[src/rtl/feature_window_reader.sv]
// feature_window_reader: pops raster-ordered features from an FWFT head and emits 3x3 sliding windows.
// Latency: 1 cycle from accepting a window's bottom-right feature to win_valid.
// Backpressure: win_valid & ~win_ready freezes all outputs and withholds rd_en; 1 window/clk when ready.
// Optional: define STALL_CNT_EN to add the stall_cnt output (saturating count of back-pressured cycles).
module feature_window_reader #(
  parameter int DATA_W = 8,
  parameter int IMG_W  = 28,
  parameter int IMG_H  = 28
) (
  input  logic                clk,
  input  logic                rst,
  input  logic                feature_valid,
  input  logic [DATA_W-1:0]   in_feature,
  output logic                rd_en,
  input  logic                win_ready,
  output logic                win_valid,
  output logic [9*DATA_W-1:0] win_data,
  output logic [15:0]         win_row,
  output logic [15:0]         win_col,
  output logic                frame_done
`ifdef STALL_CNT_EN
  ,
  output logic [31:0]         stall_cnt
`endif
);

  // Line-buffer address width; only the low bits of the column counter index the buffers.
  localparam int          CW       = (IMG_W > 1) ? $clog2(IMG_W) : 1;
  localparam logic [15:0] COL_LAST = 16'(IMG_W - 1);
  localparam logic [15:0] ROW_LAST = 16'(IMG_H - 1);

  // Raster position of the next feature to be accepted.
  logic [15:0] col;
  logic [15:0] row;
  logic [CW-1:0] col_idx;

  // Two previous rows of features; lb1 holds row-1, lb2 holds row-2 at each column.
  logic [DATA_W-1:0] lb1 [IMG_W];
  logic [DATA_W-1:0] lb2 [IMG_W];
  logic [DATA_W-1:0] lb1_rd;
  logic [DATA_W-1:0] lb2_rd;

  // Window register, element (i,j) at index 3*i+j; doubles as the win_data output.
  logic [8:0][DATA_W-1:0] win_q;
  logic [8:0][DATA_W-1:0] win_next;

  logic stall;
  logic accept;
  logic last_col;
  logic last_row;
  logic produce;

  assign col_idx  = col[CW-1:0];
  assign lb1_rd   = lb1[col_idx];
  assign lb2_rd   = lb2[col_idx];

  // A pending window that downstream has not taken blocks any further pop.
  assign stall    = win_valid & ~win_ready;
  assign rd_en    = rst & feature_valid & ~stall;
  assign accept   = rd_en;

  assign last_col = (col == COL_LAST);
  assign last_row = (row == ROW_LAST);

  // Columns 0 and 1 of a row still carry the previous row's tail in the window, so they never emit.
  assign produce  = (row >= 16'd2) && (col >= 16'd2);

  // Shift left by one column; the new right column is {row-2, row-1, current} at this column.
  assign win_next = {in_feature, win_q[8], win_q[7],
                     lb1_rd,     win_q[5], win_q[4],
                     lb2_rd,     win_q[2], win_q[1]};

  assign win_data = win_q;

  // Raster counters: advance on every accepted feature, wrapping at row and frame ends.
  always_ff @(posedge clk or negedge rst) begin
    if (!rst) begin
      col <= '0;
      row <= '0;
    end else if (accept) begin
      if (last_col) begin
        col <= '0;
        row <= last_row ? 16'd0 : row + 16'd1;
      end else begin
        col <= col + 16'd1;
      end
    end
  end

  // Line buffers carry no reset; stale data is never emitted because of the column/row gating.
  always_ff @(posedge clk) begin
    if (accept) begin
      lb2[col_idx] <= lb1_rd;
      lb1[col_idx] <= in_feature;
    end
  end

  // Window register shifts once per accepted feature.
  always_ff @(posedge clk or negedge rst) begin
    if (!rst) begin
      win_q <= '0;
    end else if (accept) begin
      win_q <= win_next;
    end
  end

  // Output handshake: a window is raised one cycle after its last feature and held until taken.
  always_ff @(posedge clk or negedge rst) begin
    if (!rst) begin
      win_valid  <= 1'b0;
      frame_done <= 1'b0;
      win_row    <= '0;
      win_col    <= '0;
    end else if (accept) begin
      win_valid  <= produce;
      frame_done <= produce & last_row & last_col;
      if (produce) begin
        win_row <= row - 16'd1;
        win_col <= col - 16'd1;
      end
    end else if (win_valid && win_ready) begin
      win_valid  <= 1'b0;
      frame_done <= 1'b0;
    end
  end

`ifdef STALL_CNT_EN
  // Saturating count of cycles where a feature waited only because downstream held us off.
  always_ff @(posedge clk or negedge rst) begin
    if (!rst) begin
      stall_cnt <= '0;
    end else if (feature_valid && !rd_en && (stall_cnt != 32'hFFFF_FFFF)) begin
      stall_cnt <= stall_cnt + 32'd1;
    end
  end
`endif

endmodule

[config.mk]
export PLATFORM = sky130hd
export DESIGN_NAME = feature_window_reader
export DESIGN_NICKNAME = d
export VERILOG_FILES = /design/src/rtl/feature_window_reader.sv
export SDC_FILE = /design/constraint.sdc
export NUM_CORES = 1
export LEC_CHECK = 0
export ABC_AREA = 1
export CAP_MARGIN = 40
export CORE_ASPECT_RATIO = 1.25
export CORE_MARGIN = 5
export CORE_UTILIZATION = 58
export CTS_CLUSTER_DIAMETER = 40
export DETAILED_ROUTE_END_ITERATION = 6
export GPL_TIMING_DRIVEN = 0
export PLACE_DENSITY = 0.75
export SYNTH_ARGS = -nofsm -noshare
export SYNTH_HDL_FRONTEND = slang
export SYNTH_SLANG_ARGS = --single-unit
[constraint.sdc]
create_clock -name clk -period 3.04 [get_ports clk]
set_input_delay 0.608 -clock clk [delete_from_list [all_inputs] [get_ports clk]]
set_output_delay 0.608 -clock clk [all_outputs]
set_load 0.01 [all_outputs]
Yosys cells after proc, flatten, opt, wreduce, memory -nomap -nowiden:

Memory sizes are Yosys's and may differ from the RTL's. A register that Yosys moved wholly into a read port is not among the register bits.
Index checks and enable logic that the tools add are counted.

* $lt $le $gt $ge: 2
* muxes and demuxes: 7
* bitwise operators: 7
* eq/ne operators: 2
* add/sub/neg operators: 4
* reductions and logical operators: 6

Operators by type and width (number)
* 16-bit by 1-bit adder with 16-bit output (second input constant): 2
* 16-bit by 5-bit == test with 1-bit output (second input constant): 2
* 16-bit by 2-bit >= comparator with 1-bit output (second input constant): 2
* 16-bit 2-to-1 mux: 2
* 16-bit by 1-bit subtractor with 16-bit output (second input constant): 2
* 1-bit bitwise AND: 5
* 1-bit 2-to-1 mux: 5
* 2-bit AND reduction: 2
* 1-bit logical AND: 2
* 1-bit NOT: 2
* 2-bit nonzero test: 1
* 1-bit zero test: 1

* memories kept: 2
* flip-flop bits (word level): 130
* input bits: 12
* logic and storage cells: 44
* bits in writable memories: 448

Memories
* lb1: words 28, bits a word 8, read ports 1, clocked after memory_dff 0, wr ports 1, line 38 `logic [DATA_W-1:0] lb1 [IMG_W];`
* lb2: words 28, bits a word 8, read ports 1, clocked after memory_dff 1, wr ports 1, line 39 `logic [DATA_W-1:0] lb2 [IMG_W];`

Depth between registers and ports, before layout:

* word-level depth: 6
* mapped depth: 13
* gate-level depth less buffers: 11

Worst setup path before layout:

No wires, ideal clock.

* path type: input port to flip-flop
* from: in rst
* to: mem lb1[15][0] (enable)
* setup slack: 0.235 ns
* arrival time: 2.394 ns
* required time: 2.628 ns
* cell stages on the path: 5
* path buffers: 1
* cell sequence: nand2_1 -> a21oi_2 -> buf_2 -> nand2_1 -> nor3_1

* word-level cells in the longest chain between the ends: 4

Ends and longest elaborated chain
* start: declaration: line 11 `input logic rst,`
* 1-bit bitwise AND (2 in series): line 59 `assign rd_en = rst & feature_valid & ~stall;`
* 1-bit 2-to-1 mux: line 92 `if (accept) begin`
* 1-bit 2-to-1 mux (not written as such): line 94 `lb1[col_idx] <= in_feature;`
* end: declaration: line 38

Every way passes these cells.

Final worst setup path:

* from: reg col[0]
* to: mem lb1[18][5] (enable)

RTL lines
* start: declaration: line 33 `logic [15:0] col;`
* start signal: assignment: line 85 `col <= col + 16'd1;`

Straight into the memory's write port.

==> results.py <==
metrics = {
    "sta": {
        "timing.fmax_ghz": 0.3230,
        "final_hold_viol_count": 0,
        "maxSlewHeadroom_pct": 43.29,
        "rsz0062_at_grt": "yes",
        "period_share_pct": 101.9,
        "fin_ws_ns": -0.05633,
        "slew_viol_final": 0,
        "fin_skew_ns": 0.01829,
        "finalCriticalPeriod_ns": 3.096,
        "hold_ws_ns": 0.04694,
        "setup_violations": 24,
        "worst_pin_slew_ns": 0.8460,
    },
    "die": {
        "die_width_um": 195.8,
        "die_area_um2": 47430,
        "initial_utilization_pct": 58.39,
        "placementRows": 85,
        "io_pins": 119,
        "die_y_um": 242.2,
        "core_area_um2": 42860,
    },
    "synthesis": {
        "syn_area_per_cell_um2": 10.19,
        "yosysWarningCount": 0,
        "syn_nets": 2477,
        "synthFlopType": "edfxtp_1",
        "synthTopCellsByArea": "edfxtp_1, dfrtp_1, nand2_1",
        "yosysSeqAreaShare_pct": 67.55,
        "synth_seq_cells": 586,
        "yosys.area.top_type": "edfxtp_1",
        "synth.distinct_cells": 40,
        "syn_area_um2": 25030,
        "synthArstFlopShare_pct": 23.55,
        "synth_top_area_share_pct": 53.75,
        "synth_edf_count": 448,
        "synthCells": 2457,
    },
    "clocking": {
        "post-cts-setup-buffers": 0,
        "cts_tree": "built",
        "clock-sinks": 586,
        "h-tree-depth": 2,
        "cts_buffer_depth": 3,
        "root_buffer": "clkbuf_16",
        "insertion_delay_ns": 0.63,
        "clkTransAtPathRegs_ns": 0.06,
        "cts_made_buffers": 61,
    },
    "pwr": {
        "p_leak_nw": 12.48,
        "total_power_mw": 26.60,
        "ir_worst_vdd_v": 0.0006767,
        "p_per_area_nw_per_um2": 890.1,
    },
    "route": {
        "detail-route-antenna-nets": 0,
        "wl_um": 69670,
        "viasPerCell": 5.604,
        "post_drt_wl_per_cell_um": 21.08,
        "vias": 18521,
        "drtIter0Drc": 2055,
        "post-route-drc-count": 0,
        "drt_first_pass_iters": 6,
    },
    "grt": {
        "grt_use_total_pct": 29.14,
        "grt_pass1_vias": 18562,
        "grt_pass1_wl_um": 106600,
        "antenna_found_initial": 0,
        "grt_max_degree": 40,
        "grt_remaining_overflow": 0,
    },
    "layout": {
        "design_area_um2": 29890,
        "area_delta_synth_final_pct": 19.43,
        "layout_commonest_cell": "nand2_1",
        "n_antenna_cell": 0,
        "drive_gt1_share_pct": 10.88,
        "layout_common_cells": "nand2_1, edfxtp_1, nor2_1",
        "n_fill_cell": 3033,
        "nets": 2708,
    },
    "worst_setup_path": {
        "cp-end-kind": "flip-flop",
        "start_kind": "flip-flop",
        "required_ns": 3.38,
        "path_class": "flip-flop to flip-flop",
        "path_max_fanout": 12,
        "cp.arrival_ns": 3.44,
    },
    "placed_design": {
        "dp_hpwl_um": 47790,
        "placed_cell_area_um2": 27700,
        "place_congestion": 0.9504,
        "io_buffers": 118,
    },
    "run": {
        "maxCapViolCount": 0,
    },
    "run_status": {
        "outcome": "finished, violations left",
        "violations": "setup timing",
    },
    "worst_hold_path": {
        "worstHoldPathType": "primary input to asynchronous set/reset pin",
    },
}
## stage by stage
stage	std cells	util (%)	setup TNS (ns)	setup slack, ns
after floorplan	2457	-	0	0.2349
after global placement	3140	62.80	-3924.23	-6.705
after detailed placement	3185	64.62	-337.75	-1.161
after CTS	3305	69.67	0	0.006819
after global routing	3305	69.74	-1.609	-0.09766
final	3305	69.74	-0.8894	-0.05633
## critical path: stages (launching register included)
cell and delay [ns]:
dfrtp_1 0.51, inv_2 0.14, buf_6 0.18, buf_6 0.17
buf_2 0.31, ha_1 0.24, nand2_1 0.38, nor2_2 0.62
buf_8 0.24
## report_power, final
group | switching [mW] | internal [mW] | leakage, nW | total [mW]
clock | 3.16 | 4.18 | 0.961 | 7.34
sequential | 0.445 | 10.3 | 5.75 | 10.7
combinational | 5.85 | 2.71 | 5.77 | 8.55
## final timing paths
kind	start	to	slack, ns	cells past startpoint
max	col[0]	lb1[18][5]	-0.06	8
min	rst	win_data[37]	0.05	3
max reg2reg	col[0]	lb1[18][5]	-0.06	8
min reg2reg	win_data[26]	win_data[26]	0.47	2
max in group asynchronous	rst	col[13]	2.78	2
min in group clk	win_data[26]	win_data[26]	0.47	2
## cell families (layout without fill, tap and decap cells)
group | count (synthesis) | count (layout) | share of synthesized area [%]
fa+ha+maj | 8 | 8 | 0.4000
simple gates | 1296 | 1296 | 20.85
xor+xnor | 31 | 31 | 1.085
flops | 586 | 586 | 67.55
compound gates | 225 | 225 | 4.615
buf+inv | 311 | 594 | 5.499
## area by class of cell
cell class,count,area [µm²],area share [%]
Buffer,117,655.6,2.194
Clock buffer,81,1684,5.635
Timing Repair Buffer,169,2053,6.870
Multi-Input combinational cell,1560,6849,22.92
Sequential cell,586,16910,56.56
Tap cell,565,706.9,2.365
Clock inverter,34,301.5,1.009
Inverter,193,732.0,2.449
## what timing repair did
item | CTS | global route
hold buffers | 4 | 0
endpoints found under the hold margin | 76 | 0
setup endpoints to repair | 340 | 75
resized for setup | 9 | 7
gates cloned | 2 | 0
## state kept, by name, indices dropped and copies added (netlist names)
signal	cells
col	16
frame_done	1
lb1	224
lb2	224
row	16
win_col	16
win_data	72
win_row	16
win_valid	1
## cells in the mapped netlist (7+ instances only)
library cell,number
a21oi_1,34
buf_2,57
buf_4,16
buf_6,9
clkbuf_1,28
dfrtp_1,138
edfxtp_1,448
ha_1,8
inv_1,181
inv_2,8
nand2_1,834
nand3_1,135
nand4_1,7
nor2_1,280
nor2_2,7
nor3_1,14
o21ai_0,138
o21ai_1,40
xor2_1,29
## routing by layer
| metal | wire length [µm] | part of all wire (%) | GRT usage [%] |
|---|---|---|---|
| met1 | 24260 | 35 | 34.71 |
| met2 | 35190 | 51 | 51.23 |
| met3 | 6136 | 8.8 | 4.396 |
| met4 | 4076 | 5.9 | 15.06 |
| met5 | 0 | 0 | 0 |
Power figures use the tool's default switching activity.
==> RTL edit, RTL diff (config.mk and constraints unchanged) <==
The parameter `DATA_W` goes from 8 to 12.
--- a/src/rtl/feature_window_reader.sv
+++ b/src/rtl/feature_window_reader.sv
@@ -3,7 +3,7 @@
 // Backpressure: win_valid & ~win_ready freezes all outputs and withholds rd_en; 1 window/clk when ready.
 // Optional: define STALL_CNT_EN to add the stall_cnt output (saturating count of back-pressured cycles).
 module feature_window_reader #(
-  parameter int DATA_W = 8,
+  parameter int DATA_W = 12,
   parameter int IMG_W  = 28,
   parameter int IMG_H  = 28
 ) (
Interface: changed (resized in_feature and win_data); port bits go from 119 to 159. The function was not compared with the original's and may differ.
==> RTL edit against the unedited design <==
Die area grew 39%; final area grew 44%; total power grew 51%; sequential cell count grew 260; routed wire length grew 50%; area after synthesis grew 41%; count of clock-buffer cells in the layout grew 35; combinational power grew 57%; the flow finishes with violations (DRC, setup timing); clock power grew 54%; non-clock buffer count grew 150; worst setup slack lost 60 ps; critical path depth grew 3.
==> RTL edit: results (changes against the unedited design) <==
grt_usage: 0.3062  # +0.01478
worst_r2r_endpoint: "lb2[0][0]"
critical_path_arrival_ps: 3610  # +170 ps
non_clock_buffer_count: 436  # +52%
portBuffers: 158  # +34%
worst_slack_ps: -116.2  # -59.86 ps
p_comb_mw: 13.4  # +57%
synth-seq-cells: 846  # +44%
nets: 3821  # +41%
ys_top_cells_by_area: "edfxtp_1 (57%), nand2_1 (13%), dfrtp_1 (12%), nor2_1 (4.3%), o21ai_0 (3.2%)"
wl_um: 104500  # +50%
async_flop_share: 0.2057  # -0.02982
route.met3.wl_um: 12350  # +100%
drc_errors: 1  # +1
insertion_delay_ps: 650  # +20 ps
ys_types: 25  # -38%
violations: "DRC, setup timing"
r2r_setup_slack_ps: -120  # -60 ps
inverters: 255  # +32%
post-cts-setup-buffers: 35  # +35
synth_common_cells: "nand2_1 (1179), edfxtp_1 (672), nor2_1 (408)"
seq_share: 0.5707  # +0.005107
critical_path_peak_fanout: 20  # +8
dr.first_iter.drc_count: 3756  # +83%
cts_buffers: 91  # +49%
ys_seq_area_frac: 0.6941  # +0.01858
r2r_cells: 11  # +3
leakage_nw: 17.86  # +43%
wl_met2_um: 50020  # +42%
ir_worst_vdd_mv: 0.6021  # -11%
finalSetupViolCount: 102  # +330%
skew_ps: 29.62  # +11.34 ps
cts_resized: 38  # +29
status: "finished, violations left"
dp_slack_ps: -1794  # -633.8 ps
slowest_delay_ps: 540  # -80 ps
drt_pass1_iterations: 7  # +1
routed_via_density: 5.776  # +3.1%
synth-edff-count: 672  # +50%
[RTL edit: cell types whose count changed after synthesis, sizes merged, moves of 39 or more]
cell / before / now
o21ai: 178 / 265
inv: 192 / 253
nor2: 293 / 408
clkbuf: 30 / 69
nand3: 139 / 196
nand2: 837 / 1179
edfxtp: 448 / 672
[RTL edit: worst max path at each step]
stage / end / slack, ps / cells after the start
after CTS: lb1[13][0] / -300 / 8
after global routing: win_data[66] / -30 / 13
final: lb2[0][0] / -120 / 11
after floorplan: lb1[0][0] / 100 / 8
after global placement: lb2[2][8] / -9490 / 7
after detailed placement: lb1[12][1] / -1790 / 9
[RTL edit: stage by stage]
| step | area, µm² | setup TNS [ps] | instances | hold WS [ps] | power [mW] |
|---|---|---|---|---|---|
| after CTS | 42700 | -80370 | 4623 | 33.18 | 39.34 |
| after floorplan | 35350 | 0 | 3437 | 312.4 | 21.62 |
| after detailed placement | 38810 | -1036580 | 4408 | 464.9 | 27.85 |
| final | 42990 | -4856 | 4646 | 47.47 | 40.14 |
| after global placement | 37900 | -8521930 | 4367 | 460.7 | 26.96 |
| after global routing | 42980 | -203.5 | 4644 | 56.87 | 41.43 |
[RTL edit: cell families (layout without fill, tap and decap cells)]
family / Yosys count / after routing / synth area share
compound gates: 309 / 309 / 0.04414
xor+xnor: 35 / 35 / 0.008673
fa+ha+maj: 8 / 8 / 0.002832
buf+inv: 432 / 859 / 0.04998
flops: 846 / 846 / 0.6941
other cells: 0 / 2 / 0
simple gates: 1807 / 1815 / 0.2003
[RTL edit: metal layers]
layer  global-route usage  vias to the layer above
met5                    0                        -
met4               0.1806                        2
met3              0.06472                      436
met2               0.5104                     1889
met1               0.3698                    12510
li1                     -                    12000
